`config.mk`:
```
export PLATFORM = sky130hd
export DESIGN_NAME = fpu_issue_ctrl
export DESIGN_NICKNAME = d
export VERILOG_FILES = /design/src/rtl/fpu_issue_ctrl.sv
export SDC_FILE = /design/constraint.sdc
export NUM_CORES = 1
export LEC_CHECK = 0
export ABC_AREA = 1
export CAP_MARGIN = 30
export CELL_PAD_IN_SITES_DETAIL_PLACEMENT = 0
export CELL_PAD_IN_SITES_GLOBAL_PLACEMENT = 2
export CORE_MARGIN = 2
export CORE_UTILIZATION = 24
export DETAILED_ROUTE_END_ITERATION = 6
export GPL_ROUTABILITY_DRIVEN = 0
export HOLD_SLACK_MARGIN = 0.12
export PLACE_DENSITY_LB_ADDON = 0.1
export SETUP_SLACK_MARGIN = 0.2
export SLEW_MARGIN = 5
export SYNTH_ARGS = -nofsm -noshare
export SYNTH_HDL_FRONTEND = slang
export SYNTH_SLANG_ARGS = --single-unit
```
`constraint.sdc`:
```
create_clock -name clk -period 1.9 [get_ports clk]
set_clock_uncertainty 0.2 [all_clocks]
set_input_delay 0.38 -clock clk [delete_from_list [all_inputs] [get_ports clk]]
set_output_delay 0.38 -clock clk [all_outputs]
set_load 0.05 [all_outputs]
```
`src/rtl/fpu_issue_ctrl.sv`:
```
// fpu_issue_ctrl: single-issue sequencer between the FP decoder and the FP
// execution units. It accepts one one-hot operation and drives the
// register-file read. It then pulses the unit start, waits the unit's fixed
// latency and raises the write-back strobe. Only one op is in flight at a time.
module fpu_issue_ctrl #(
    parameter int LAT_ADD  = 3,
    parameter int LAT_MUL  = 4,
    parameter int LAT_DIV  = 16,
    parameter int LAT_SQRT = 20,
    parameter int LAT_CMP  = 1
) (
    input  logic       clk,
    input  logic       rst,
    input  logic       op_valid,
    output logic       op_ready,
    input  logic [9:0] op_en,
    input  logic [4:0] rs1,
    input  logic [4:0] rs2,
    input  logic [4:0] rd,
    input  logic       flush,
    output logic       rf_rd_en,
    output logic [4:0] rf_rs1,
    output logic [4:0] rf_rs2,
    output logic [9:0] unit_start,
    output logic [3:0] res_sel,
    output logic       wb_en,
    output logic [4:0] wb_rd,
    output logic       wb_int,
    output logic       busy,
    output logic       illegal
);

    typedef enum logic [1:0] {
        IDLE = 2'd0,
        READ = 2'd1,
        EXEC = 2'd2,
        WB   = 2'd3
    } state_t;

    // Countdown reload values: the counter holds LAT-1 in the first EXEC
    // cycle, so WB follows exactly LAT EXEC cycles.
    localparam logic [4:0] ADD_M1  = 5'(LAT_ADD - 1);
    localparam logic [4:0] MUL_M1  = 5'(LAT_MUL - 1);
    localparam logic [4:0] DIV_M1  = 5'(LAT_DIV - 1);
    localparam logic [4:0] SQRT_M1 = 5'(LAT_SQRT - 1);
    localparam logic [4:0] CMP_M1  = 5'(LAT_CMP - 1);

    state_t      state_reg;
    logic [9:0]  op_reg;
    logic [4:0]  rd_reg;
    logic [4:0]  cnt_reg;
    logic [4:0]  lat_m1;
    logic [3:0]  sel_idx;
    logic        legal;

    // Mask of unit positions whose binary index has bit b set.
    function automatic logic [9:0] idx_mask(input int b);
        logic [9:0] m;
        for (int i = 0; i < 10; i++) begin
            m[i] = (((i >> b) & 1) == 1);
        end
        return m;
    endfunction

    // One-hot to binary encoder for the result-mux select.
    for (genvar gi = 0; gi < 4; gi++) begin : g_idx
        assign sel_idx[gi] = |(op_en & idx_mask(gi));
    end

    // Exactly one unit bit may be set.
    assign legal = (op_en != 10'd0) && ((op_en & (op_en - 10'd1)) == 10'd0);

    assign op_ready = (state_reg == IDLE);
    assign busy     = (state_reg != IDLE);

    // Latency selection from the latched unit; compare ops share LAT_CMP.
    always_comb begin
        lat_m1 = CMP_M1;
        if (op_reg[0] || op_reg[1]) begin
            lat_m1 = ADD_M1;
        end else if (op_reg[2]) begin
            lat_m1 = DIV_M1;
        end else if (op_reg[3]) begin
            lat_m1 = MUL_M1;
        end else if (op_reg[4]) begin
            lat_m1 = SQRT_M1;
        end
    end

    // Sequencer FSM with registered strobes; flush overrides every state.
    always_ff @(posedge clk or negedge rst) begin
        if (!rst) begin
            state_reg  <= IDLE;
            op_reg     <= '0;
            rd_reg     <= '0;
            cnt_reg    <= '0;
            rf_rd_en   <= 1'b0;
            rf_rs1     <= '0;
            rf_rs2     <= '0;
            unit_start <= '0;
            res_sel    <= '0;
            wb_en      <= 1'b0;
            wb_rd      <= '0;
            wb_int     <= 1'b0;
            illegal    <= 1'b0;
        end else begin
            rf_rd_en   <= 1'b0;
            rf_rs1     <= '0;
            rf_rs2     <= '0;
            unit_start <= '0;
            wb_en      <= 1'b0;
            wb_rd      <= '0;
            wb_int     <= 1'b0;
            illegal    <= 1'b0;
            if (flush) begin
                state_reg <= IDLE;
                res_sel   <= '0;
            end else begin
                case (state_reg)
                    IDLE: begin
                        if (op_valid) begin
                            if (legal) begin
                                state_reg <= READ;
                                op_reg    <= op_en;
                                rd_reg    <= rd;
                                rf_rd_en  <= 1'b1;
                                rf_rs1    <= rs1;
                                rf_rs2    <= rs2;
                                res_sel   <= sel_idx;
                            end else begin
                                illegal <= 1'b1;
                            end
                        end
                    end
                    READ: begin
                        state_reg  <= EXEC;
                        cnt_reg    <= lat_m1;
                        unit_start <= op_reg;
                    end
                    EXEC: begin
                        if (cnt_reg == 5'd0) begin
                            state_reg <= WB;
                            wb_en     <= 1'b1;
                            wb_rd     <= rd_reg;
                            wb_int    <= |op_reg[9:7];
                        end else begin
                            cnt_reg <= cnt_reg - 5'd1;
                        end
                    end
                    WB: begin
                        state_reg <= IDLE;
                        res_sel   <= '0;
                    end
                    default: begin
                        state_reg <= IDLE;
                    end
                endcase
            end
        end
    end

endmodule

```
==> impl_metrics.tcl, run 1 <==
set metrics [dict create \
    diodes 0 \
    maxCapViolations 0 \
    drive_gt1_share_pct 44.5 \
    end_kind "output pin" \
    grt_max_degree 42 \
    yosysWarnings 0 \
    pin_count 64 \
    vias_per_cell 4.07 \
    cts_tree "built" \
    initial_core_util_pct 24.9 \
    hold_viol_final 0 \
    fin_crit_ns 1.83 \
    max_freq_mhz 546 \
    synthCells 286 \
    port_buffers 63 \
    synth-simple-area-share_pct 27.5 \
    worstReg2RegStart "state_reg[1]" \
    rsz0062_at_grt "true" \
    synth_fa_ha_area_share_pct 2.55 \
    rows 36 \
    core_um2 9860 \
    synth_area_um2 2460 \
    crit_required_ns 1.32 \
    synth_top_area_share_pct 56.0 \
    vias 2179 \
    clkSinkCount 55 \
    synthMuxAreaShare_pct 0 \
    path_clk_slew_ns 0.11 \
    cp-startpoint "state_reg[1]" \
    layout.nets 435 \
    seq_area_frac_synth_pct 56.0 \
    cp_max_fo 3 \
    path_cells "inv_2 > ha_4 > clkinvlp_4 > buf_12" \
    finalMaxSlewViolations 0 \
    yosysTopAreaCell "dfrtp_1" \
    die_h_um 105 \
    synthTopCellsByArea "dfrtp_1 (56%), nand2_1 (11%), inv_1 (6.4%)" \
    drtPass1Iterations 4 \
    hpwl_um 4700 \
    route.detailed.drc 0 \
    fill_cells 1019 \
    cp-start-kind "flop" \
    final-instance-count-excl-fill 535 \
    peakVddDrop_mv 0.560 \
    synth.net_count 320 \
    grt_overflow_total 0 \
    max_stage_delay_ns 0.42 \
    area_growth_pct 64.8 \
    leakage_nw 2.03 \
    syn_area_per_cell_um2 8.59 \
    insertion_delay_ns 0.31 \
    drt_iter0_markers 33 \
    ys_ff_latch 55 \
    synthXorXnorAreaFrac_pct 0.357 \
    worst_slew_pin_slew_ns 0.377 \
    die_w_um 105 \
    hp-start "op_en[2]" \
    relSlewSlack_pct 74.9 \
    period_share_pct 96.4 \
    grt_first_pass_wirelength_um 10700 \
    htreeDepth 2 \
    numCtsBuffers 5 \
    antenna_found_initial 0 \
    arrival_ns 1.25 \
    antenna_left 0 \
    synth_cell_types 27 \
    worstSetupPathType "flop to output pin" \
    track_usage_pct 12.1 \
    synth_top_family_by_area "simple AND/OR/NAND/NOR gates" \
    whs_ns 0.173 \
    dp.cells 512 \
    wire_per_inst_um 12.0 \
    setup_viol 0 \
    grt_pass1_vias 2107 \
    clockRootBuffer "clkbuf_8" \
    hp-class "primary input to flop" \
    slowest_stage "dfrtp_1" \
    clockBufferDepth 2 \
    power_density_nw_per_um2 1000 \
    synth_compound_area_share_pct 5.30 \
    wirelength_um 6450 \
    die-area_um2 11100 \
    p_total_mw 4.06 \
    run_status "complete, no violations" \
]
[path summary, 6_finish.rpt]
check | endpoint | slack (ns) | cells past startpoint
min | op_reg[2] | 0.17 | 3
max reg2reg | op_reg[4] | 0.10 | 10
min reg2reg | res_sel[1] | 0.29 | 2
min in group asynchronous | cnt_reg[1] | 0.31 | 2
max | busy | 0.07 | 4
max in group asynchronous | rf_rs2[4] | 0.65 | 3
[layer usage]
layer / wire [µm] / up-vias / global-route usage (%)
li1: - / 1110 / -
met1: 3020 / 1026 / 16.6
met2: 3160 / 39 / 19.6
met3: 218 / 4 / 2.37
met4: 54 / 0 / 2.86
met5: 0 / - / 0
[final cells by class]
class / count / area [µm²] / share of cell area, %
clock buffers: 5 / 68.8 / 1.70
clock inverters: 3 / 26.3 / 0.649
inverters: 43 / 175 / 4.33
multi-input cells: 183 / 1190 / 29.4
flip-flops and latches: 55 / 1380 / 34.0
well taps: 133 / 166 / 4.11
repair buffers: 113 / 1050 / 25.9
[what timing repair did]
action                                 CTS  global route
gates cloned                             1             1
endpoints found under the hold margin   14             0
setup endpoints to repair               46            45
pin swaps                               16            15
hold buffers                             1             0
resized for setup                       43            64
setup buffers                            9             3
[synthesized netlist by cell type, drive strengths merged]
library cell	count
nand2	77
dfrtp	55
nor2	52
inv	43
nand3	23
o21ai	9
ha	5
buf	4
a21oi	3
a31oi	3
nor3	3
a22oi	2
o22ai	2
clkbuf	1
o21bai	1
o41ai	1
or2	1
xor2	1
[cells in the final DEF, fill, tap and decap left out, drive strengths merged, types with 5 or more instances in the layout]
master	synthesis	layout
o21ai	9	9
dlygate4sd2	0	5
dfrtp	55	55
inv	43	43
clkdlybuf4s50	0	18
clkbuf	1	8
nor2	52	52
nand3	23	23
buf	4	84
ha	5	5
nand2	77	77
[critical path, delay by kind of cell (launching register included)]
| family | cells | cell delay (ns) |
|---|---|---|
| adder cells (fa/ha/maj) | 1 | 0.15 |
| buffers and inverters | 3 | 0.38 |
| flip-flops | 1 | 0.42 |
[metrics by stage]
step	cell area [µm²]	TNS, ns	util [%]	setup slack (ns)
finish	4050	0	41.0	0.0687
global route	4050	0	41.0	0.0124
CTS	3790	0	38.4	0.0604
detailed placement	3500	-13.92	35.5	-0.453
global placement	3500	-13.22	35.5	-0.425
floorplan	2480	-4.86	-	-0.227
[cell families (layout without fill, tap and decap cells)]
| kind of cell | count (synthesis) | after routing |
|---|---|---|
| compound gates | 21 | 21 |
| xor+xnor | 1 | 1 |
| simple gates | 156 | 156 |
| fa+ha+maj | 5 | 5 |
| buf+inv | 48 | 164 |
| flops | 55 | 55 |
[power by group]
| group | total (mW) | internal (mW) | leakage (nW) | switching (mW) |
|---|---|---|---|---|
| clock | 0.703 | 0.273 | 0.0491 | 0.430 |
| sequential | 1.40 | 1.29 | 0.754 | 0.102 |
| combinational | 1.96 | 0.876 | 1.22 | 1.09 |
| total | 4.06 | 2.44 | 2.03 | 1.62 |
Power figures use the tool's default switching activity.
==> inputs of run 2 (changes only) <==
--- a/config.mk
+++ b/config.mk
@@ -12,7 +12,6 @@
 export CORE_MARGIN = 2
 export CORE_UTILIZATION = 24
 export DETAILED_ROUTE_END_ITERATION = 6
-export GPL_ROUTABILITY_DRIVEN = 0
 export HOLD_SLACK_MARGIN = 0.12
 export PLACE_DENSITY_LB_ADDON = 0.1
 export SETUP_SLACK_MARGIN = 0.2
==> results of run 2 <==
Final layout, timing and power as in run 1 (identical DEF).
==> inputs of run 3 (changes only) <==
==> constraint.sdc (replaced) <==
create_clock -name clk -period 2.3 [get_ports clk]
set_clock_uncertainty 0.2 [all_clocks]
set_input_delay 0.46 -clock clk [delete_from_list [all_inputs] [get_ports clk]]
set_output_delay 0.46 -clock clk [all_outputs]
set_load 0.05 [all_outputs]
==> impl_metrics.tcl, run 3 (same netlist as run 1, synthesis figures left out) <==
set metrics [dict create \
    run_status "complete, no violations" \
    die-area_um2 11100 \
    reg2reg_to "op_reg[0]" \
    track_usage_pct 11.9 \
    antenna_left 0 \
    cp-start-kind "flop" \
    htreeDepth 2 \
    max_stage_delay_ns 0.45 \
    placed_area_um2 3510 \
    vias_per_cell 4.02 \
    die_h_um 105 \
    setup_viol 0 \
    path_cells "inv_2 > ha_4 > clkinvlp_4 > buf_12" \
    grt_max_degree 37 \
    core_um2 9860 \
    hold_viol_final 0 \
    pin_count 64 \
    rsz0062_at_grt "false" \
    crit_required_ns 1.64 \
    r2r_cells 10 \
    maxCapViolations 0 \
    wirelength_um 6130 \
    clockRootBuffer "clkbuf_8" \
    clockBufferDepth 2 \
    gp_congestion 0.813 \
    port_buffers 63 \
    grt_overflow_total 0 \
    max_freq_mhz 507 \
    final_util_pct 36.5 \
    wire_per_inst_um 12.0 \
    hold_path_depth 2 \
    vias 2059 \
    fin_crit_ns 1.97 \
    worstSetupPathType "flop to output pin" \
    diodes 0 \
    die_w_um 105 \
    antenna_found_initial 0 \
    hp-start "rd_reg[4]" \
    fin_area_um2 3600 \
    slowest_stage "dfrtp_1" \
    path_clk_slew_ns 0.10 \
    p_total_mw 2.87 \
    peakVddDrop_mv 0.466 \
    clkSinkCount 55 \
    layout.nets 412 \
    cts_setup_buffers 0 \
    finalMaxSlewViolations 0 \
    leakage_nw 1.97 \
    initial_core_util_pct 24.9 \
    period_share_pct 85.7 \
    drive_gt1_share_pct 18.5 \
    power_density_nw_per_um2 796 \
    end_kind "output pin" \
    cp_max_fo 4 \
    drtPass1Iterations 4 \
    grt_pass1_vias 2143 \
    insertion_delay_ns 0.31 \
    worstReg2RegStart "state_reg[1]" \
    rows 36 \
    final_cell_mix "nand2_1 (73), dfrtp_1 (55), inv_1 (38)" \
    whs_ns 0.282 \
    worst_slew_pin_slew_ns 0.504 \
    route.detailed.drc 0 \
    regToRegSetupSlack_ns 0.39 \
    area_growth_pct 46.7 \
    hp-class "flop to flop" \
    fill_cells 1032 \
    relSlewSlack_pct 66.5 \
    grt_first_pass_wirelength_um 10500 \
    arrival_ns 1.31 \
    hpwl_um 4660 \
    drt_iter0_markers 75 \
    numCtsBuffers 5 \
    cts_tree "built" \
    hold_end "rd_reg[4]" \
    layout_commonest_cell "nand2_1" \
]
run 3: cell types whose count changed in the layout (fill, tap and decap cells not counted), sizes merged:
| cell | previous run | this run |
|---|---|---|
| clkdlybuf4s50 | 18 | 21 |
| dlygate4sd2 | 5 | 33 |
| clkdlybuf4s15 | 1 | 0 |
| clkbuf | 8 | 5 |
| buf | 84 | 29 |
| dlymetal6s2s | 1 | 6 |
| clkinv | 2 | 0 |
| clkinvlp | 1 | 3 |
run 3: routing by layer:
metal | up-vias | track usage [%] | wire, µm
li1 | 1060 | - | -
met1 | 947 | 16.4 | 3110
met2 | 44 | 18.6 | 2690
met3 | 8 | 2.25 | 211
met4 | 0 | 3.90 | 110
met5 | - | 0 | 0
run 3: area by class of cell:
class	count	area, µm²	area share [%]
timing repair buffer	90	887	24.6
sequential	55	1380	38.2
clock buffer	5	68.8	1.91
multi-input combinational	183	912	25.3
inverter	43	168	4.65
tap	133	166	4.62
clock inverter	3	23.8	0.660
run 3: worst max-delay path by stage:
stage | from | endpoint | cells after the start
after detailed placement | op_en[2] | op_reg[2] | 12
after floorplan | state_reg[0] | op_reg[1] | 10
final | state_reg[1] | busy | 4
after CTS | op_en[2] | op_reg[0] | 12
after global routing | state_reg[0] | cnt_reg[4] | 9
after global placement | op_en[2] | res_sel[0] | 11
run 3: what timing repair did:
action / in CTS / in global routing
endpoints found under the hold margin: 19 / 0
setup endpoints to repair: 33 / 41
resized for setup: 33 / 11
hold buffers: 1 / 0
pin swaps: 0 / 0
run 3: where the power goes:
group	internal (mW)	switching (mW)	leakage [nW]
logic	0.437	0.718	1.17
registers	1.07	0.0859	0.754
clock network	0.219	0.340	0.0408
run 3: worst max-delay path, delay by kind of cell, from the launching register on:
kind	cells	cell delay, ns
adders and majority gates	1	0.16
DFF	1	0.45
buffers and inverters	3	0.39
run 3: metrics by stage:
step	worst slack, ns	TNS, ns	instances
after floorplan	0.173	0	286
after global placement	-0.101	-2.46	503
after detailed placement	-0.0828	-1.98	503
after CTS	0.250	0	512
after global routing	0.218	0	512
final	0.328	0	512
